$ cat src/rtl/fetch_pkg.sv
// fetch_pkg: shared types and constants for the instruction fetch front end.
// Holds the FIFO entry bundle (PC + instruction word) and the default text base.
`ifndef TEXT_BEGIN
`define TEXT_BEGIN 32'h0000_0000
`endif

package fetch_pkg;

    localparam int unsigned INST_BYTES = 4;

    typedef struct packed {
        logic [31:0] pc;
        logic [31:0] inst;
    } fetch_entry_t;

    function automatic logic [31:0] word_align(
        input logic [31:0] addr
    );
        return {addr[31:2], 2'b00};
    endfunction

endpackage

$ cat src/rtl/fetch_fifo.sv
// fetch_fifo: synchronous FIFO of fetch_entry_t; flush wins over push and pop.
// Ports: clock, reset, flush, push/push_data, pop, head, count, full, empty.
module fetch_fifo
    import fetch_pkg::*;
#(
    parameter int unsigned DEPTH = 4
) (
    input  logic                       clock,
    input  logic                       reset,
    input  logic                       flush,
    input  logic                       push,
    input  fetch_entry_t               push_data,
    input  logic                       pop,
    output fetch_entry_t               head,
    output logic [$clog2(DEPTH+1)-1:0] count,
    output logic                       full,
    output logic                       empty
);

    localparam int unsigned CW = $clog2(DEPTH + 1);
    localparam int unsigned PW = (DEPTH > 1) ? $clog2(DEPTH) : 1;

    fetch_entry_t   mem [DEPTH];
    logic [PW-1:0]  rd_ptr;
    logic [PW-1:0]  wr_ptr;
    logic           do_push;
    logic           do_pop;

    function automatic logic [PW-1:0] next_ptr(
        input logic [PW-1:0] p
    );
        return (p == PW'(DEPTH - 1)) ? '0 : p + 1'b1;
    endfunction

    assign full    = (count == CW'(DEPTH));
    assign empty   = (count == '0);
    assign do_pop  = pop && !empty;
    assign do_push = push && (!full || do_pop);
    assign head    = mem[rd_ptr];

    always_ff @(posedge clock) begin
        if (reset || flush) begin
            rd_ptr <= '0;
            wr_ptr <= '0;
            count  <= '0;
        end else begin
            if (do_push) begin
                wr_ptr <= next_ptr(wr_ptr);
            end
            if (do_pop) begin
                rd_ptr <= next_ptr(rd_ptr);
            end
            count <= count + CW'(do_push) - CW'(do_pop);
        end
    end

    always_ff @(posedge clock) begin
        if (do_push && !flush && !reset) begin
            mem[wr_ptr] <= push_data;
        end
    end

endmodule

$ cat src/rtl/fetch_prefetch_unit.sv
// fetch_prefetch_unit: sequential instruction prefetcher in front of the text bus.
// Ports: clock/reset; bus_* read master; inst_* decode handshake; redirect/redirect_pc.
module fetch_prefetch_unit
    import fetch_pkg::*;
#(
    parameter int unsigned DEPTH           = 4,
    parameter int unsigned MAX_OUTSTANDING = 4,
    parameter logic [31:0] RESET_PC        = `TEXT_BEGIN
) (
    input  logic        clock,
    input  logic        reset,
    output logic        bus_read_enable,
    output logic [31:0] bus_address,
    input  logic [31:0] bus_read_data,
    input  logic        bus_wait_req,
    input  logic        bus_valid,
    output logic        inst_valid,
    output logic [31:0] inst_data,
    output logic [31:0] inst_pc,
    input  logic        inst_ready,
    input  logic        redirect,
    input  logic [31:0] redirect_pc
);

    localparam int unsigned IW = $clog2(MAX_OUTSTANDING + 1);
    localparam int unsigned CW = $clog2(DEPTH + 1);
    localparam int unsigned SW = ((IW > CW) ? IW : CW) + 1;

    logic [31:0]   fetch_pc;
    logic [31:0]   resp_pc;
    logic [IW-1:0] in_flight;
    logic [IW-1:0] discard;
    logic [IW-1:0] drained;
    logic [CW-1:0] fifo_count;
    logic [SW-1:0] credits_used;
    logic          fifo_full;
    logic          fifo_empty;
    logic          accept;
    logic          stale;
    logic          push;
    logic          pop;
    fetch_entry_t  head;
    fetch_entry_t  push_entry;

    // Every FIFO slot is pre-reserved at issue time, so a
    // returning non-stale word always finds room.
    assign credits_used = SW'(in_flight) + SW'(fifo_count);

    assign bus_read_enable = !reset && !redirect
        && (in_flight < IW'(MAX_OUTSTANDING))
        && (credits_used < SW'(DEPTH));

    assign bus_address = reset ? RESET_PC : fetch_pc;
    assign accept      = bus_read_enable && !bus_wait_req;
    assign stale       = (discard != '0);
    assign drained     = in_flight - IW'(bus_valid);

    assign push = bus_valid && !reset && !redirect && !stale;
    assign pop  = inst_valid && inst_ready && !redirect;

    assign push_entry = '{pc: resp_pc, inst: bus_read_data};

    assign inst_valid = !reset && !fifo_empty;
    assign inst_pc    = head.pc;
    assign inst_data  = head.inst;

    fetch_fifo #(
        .DEPTH(DEPTH)
    ) u_fifo (
        .clock     (clock),
        .reset     (reset),
        .flush     (redirect),
        .push      (push),
        .push_data (push_entry),
        .pop       (pop),
        .head      (head),
        .count     (fifo_count),
        .full      (fifo_full),
        .empty     (fifo_empty)
    );

    always_ff @(posedge clock) begin
        if (reset) begin
            fetch_pc  <= RESET_PC;
            resp_pc   <= RESET_PC;
            in_flight <= '0;
            discard   <= '0;
        end else if (redirect) begin
            // Everything still on the bus now belongs to
            // the abandoned stream and must be swallowed.
            fetch_pc  <= word_align(redirect_pc);
            resp_pc   <= word_align(redirect_pc);
            in_flight <= drained;
            discard   <= drained;
        end else begin
            if (accept) begin
                fetch_pc <= fetch_pc + 32'(INST_BYTES);
            end
            if (push) begin
                resp_pc <= resp_pc + 32'(INST_BYTES);
            end
            if (bus_valid && stale) begin
                discard <= discard - 1'b1;
            end
            in_flight <= in_flight + IW'(accept) - IW'(bus_valid);
        end
    end

    push_never_full: assert property (
        @(posedge clock) disable iff (reset)
        !(push && fifo_full)
    );

endmodule

$ cat config.mk
export PLATFORM = sky130hd
export DESIGN_NAME = fetch_prefetch_unit
export DESIGN_NICKNAME = d
export VERILOG_FILES = /design/src/rtl/fetch_pkg.sv /design/src/rtl/fetch_fifo.sv /design/src/rtl/fetch_prefetch_unit.sv
export SDC_FILE = /design/constraint.sdc
export NUM_CORES = 1
export LEC_CHECK = 0
export ABC_AREA = 1
export BUFFER_PORTS_ARGS = -buffer_cell sky130_fd_sc_hd__buf_4
export CAP_MARGIN = 5
export CELL_PAD_IN_SITES_DETAIL_PLACEMENT = 1
export CELL_PAD_IN_SITES_GLOBAL_PLACEMENT = 1
export CORE_ASPECT_RATIO = 1.1
export CORE_MARGIN = 1.5
export CORE_UTILIZATION = 50
export CTS_BUF_LIST = sky130_fd_sc_hd__clkbuf_2 sky130_fd_sc_hd__clkbuf_4 sky130_fd_sc_hd__clkbuf_8
export CTS_CLUSTER_SIZE = 14
export DETAILED_ROUTE_END_ITERATION = 7
export PLACE_DENSITY_LB_ADDON = 0.1
export SLEW_MARGIN = 0
export SYNTH_ARGS = -nofsm -noshare
export SYNTH_HDL_FRONTEND = slang
export SYNTH_SLANG_ARGS = --single-unit
$ cat constraint.sdc
create_clock -name clock -period 8.55 [get_ports clock]
set_clock_uncertainty 0.15 [all_clocks]
set_input_delay 1.71 -clock clock [delete_from_list [all_inputs] [get_ports clock]]
set_output_delay 1.71 -clock clock [all_outputs]
set_load 0.02 [all_outputs]
==> results.sh <==
export IMPL_rsz0062_at_grt="false"
export IMPL_fmax_mhz=194.6
export IMPL_cp_slowest_stage_delay_ns=0.92
export IMPL_grt_max_degree=97
export IMPL_drive_above_1_share=0.1644
export IMPL_die_w_um=164.3
export IMPL_rows=64
export IMPL_peakVddDrop_mv=0.1101
export IMPL_grt_usage=0.2772
export IMPL_hold_ws_ns=0.3404
export IMPL_start_util=0.5118
export IMPL_syn2layout_area_growth_pct=17.60
export IMPL_ys_types=38
export IMPL_grt_pass1_wl_mm=63.92
export IMPL_cp_top_family="simple AND/OR/NAND/NOR gates"
export IMPL_fin_crit_sh=0.6010
export IMPL_syn_inst=1486
export IMPL_h_tree_depth=2
export IMPL_worstSetupEndpointType="flip-flop"
export IMPL_cts_resized=0
export IMPL_drc=0
export IMPL_critPathRequiredTime_ns=8.61
export IMPL_slew_violations=0
export IMPL_p_leak_nw=6.482
export IMPL_grt_pass1_vias=12260
export IMPL_clkLatencyLatePin_ns=0.59
export IMPL_clk_pin_slew_worst_paths_ns=0.06
export IMPL_yosys_warnings=0
export IMPL_io_pins=168
export IMPL_placed_area_um2=15760
export IMPL_ys_ff_latch=323
export IMPL_drt_iter0_drc=780
export IMPL_status="complete, no violations"
export IMPL_mostFrequentLayoutCell="nor2_1"
export IMPL_hold_path_class="flip-flop to flip-flop"
export IMPL_cpMostUsedCell="buf_4"
export IMPL_detail_route_wl_per_cell_um=20.13
export IMPL_fin_area_um2=16820
export IMPL_synth_seq_area_share=0.6256
export IMPL_synth_area_leaders="edfxtp_1 (52%), dfxtp_1 (10%), nor2_1 (7.1%), o21ai_0 (6.4%), nand2_1 (5.9%)"
export IMPL_via_per_inst=5.646
export IMPL_worst_setup_path_type="input pin to flip-flop"
export IMPL_die_y_um=180.4
export IMPL_setup_violations=0
export IMPL_syn_area_um2=14300
export IMPL_multi_input_area_um2=4576
export IMPL_tns_ns=0
export IMPL_p_total_mw=3.392
export IMPL_coreArea_um2=27950
export IMPL_p_per_area_nw_per_um2=201.6
export IMPL_diodes=0
export IMPL_clockBufferDepth=3
export IMPL_routed_wirelength_mm=41.11
export IMPL_worst_setup_path_start_kind="input pin"
export IMPL_dp_final_hpwl_mm=26.23
export IMPL_seqCellArea_um2=8954
export IMPL_tightest_slew_ns=1.039
export IMPL_layout_common_cells="nor2_1 (266), edfxtp_1 (248), nand2_1 (226), o21ai_0 (183), buf_4 (171)"
export IMPL_cts_setup_buffers=0
export IMPL_io_buffers=161
export IMPL_vias=11530
export IMPL_root_buffer="clkbuf_8"
export IMPL_synth_top_cell_area_share=0.5206
export IMPL_final_util=0.6019
export IMPL_max_cap_violations=0
export IMPL_grt_overflow_total=0
export IMPL_critPathSlowestCell="nor2_4"
export IMPL_maxSlewHeadroom=0.3059
export IMPL_synth_edf_count=248
export IMPL_dr_pass1_iters=5
export IMPL_num_fill_cells=3175
export IMPL_hold_viol=0
export IMPL_crit_arrival_ns=5.19
export IMPL_ctsHoldBuffers=0
export IMPL_avgSynthCellArea_um2=9.626
export IMPL_dieArea_um2=29630
export IMPL_synth_ff_type="edfxtp_1"
export IMPL_critPathMaxFanout=51
export IMPL_period_needed_ns=5.138
export IMPL_postRouteAntennaNets=0
export IMPL_cts_tree="built"
export IMPL_clock_sinks=323
export IMPL_place_congestion=0.8482
export IMPL_worstPathBufferInverterCount=3
export IMPL_worstPathCellList="buf_4 -> nor2_8 -> nand3_2 -> inv_2 -> nand2_1 -> nor2_4 -> buf_4"
export IMPL_synthArstFlopShare=0
export IMPL_numCtsBuffers=51
export IMPL_layout_nets=1730
export IMPL_synth_top_area_cell="edfxtp_1"
export IMPL_antenna_found_initial=0
## through the flow
stage / worst slack (ns) / cells
floorplan: 2.848 / 1489
global placement: 2.874 / 1951
detailed placement: 2.852 / 1951
CTS: 3.419 / 2042
global route: 3.176 / 2042
finish: 3.412 / 2042
## cell families after synthesis
family,Yosys count,share of synthesized area
other,1,0.0002622
AND/OR/NAND/NOR,610,0.1751
buffers and inverters,204,0.05738
adder cells (fa/ha/maj),19,0.01767
XOR/XNOR,3,0.001837
flip-flops,323,0.6256
AO/OA/AOI/OAI,326,0.1221
## synthesized netlist by cell type (6+ instances only)
cell type  instances
a21oi_1           61
buf_2             11
clkbuf_1          49
dfxtp_1           75
edfxtp_1         248
ha_1              17
inv_1            130
nand2_1          226
nand3_1           94
nand4_1            6
nor2_1           270
o21ai_0          183
o22ai_1           66
## layer usage
metal	vias to the layer above	wire length (um)	GRT usage
li1	5401	-	-
met1	5724	16480	0.3283
met2	319	21400	0.5003
met3	86	2132	0.04580
met4	0	1098	0.1011
met5	-	0	0
## final cells by class
class                      instances  share of cell area
sequential                       323              0.5323
multi-input combinational        962              0.2720
timing repair buffer             171             0.07632
clock buffer                      78             0.05601
inverter                         132             0.02953
tap                              363             0.02700
clock inverter                    13            0.006843
## flip-flops by register name, indices dropped and copies added, names as in the netlist, named ones only
| register | cells |
|---|---|
| u_fifo.wr_ptr | 2 |
| discard | 3 |
| u_fifo.count | 3 |
| u_fifo.rd_ptr | 2 |
| in_flight | 3 |
| u_fifo.mem | 248 |
| fetch_pc | 30 |
| resp_pc | 30 |
## worst register-to-register path, stage by stage, from the launching register on
cell and delay (ns):
dfxtp_1 0.30, inv_1 0.11, ha_1 0.16, inv_1 0.03, nor2_1 0.14, nand3_2 0.16, inv_2 0.44, nand2_1 0.45
nor2_4 0.92, buf_4 0.60
## where the power goes
group / switching (mW) / total (mW) / internal, mW
combinational: 0.164 / 0.256 / 0.0918
clock: 0.605 / 1.37 / 0.762
sequential: 0.0435 / 1.77 / 1.73
total: 0.812 / 3.39 / 2.58
## path summary, 6_finish.rpt
kind | startpoint | end | slack, ns | cells after the start
hold / removal | discard[1]$_SDFFE_PP0P_ | discard[1]$_SDFFE_PP0P_ | 0.34 | 2
hold reg to reg | discard[1]$_SDFFE_PP0P_ | discard[1]$_SDFFE_PP0P_ | 0.34 | 2
setup reg to reg | discard[0]$_SDFFE_PP0P_ | u_fifo.mem[0][35]$_DFFE_PP_ | 4.71 | 9
setup / recovery | reset | u_fifo.mem[0][35]$_DFFE_PP_ | 3.41 | 7
Note: power is estimated with default switching activity, not from simulation.
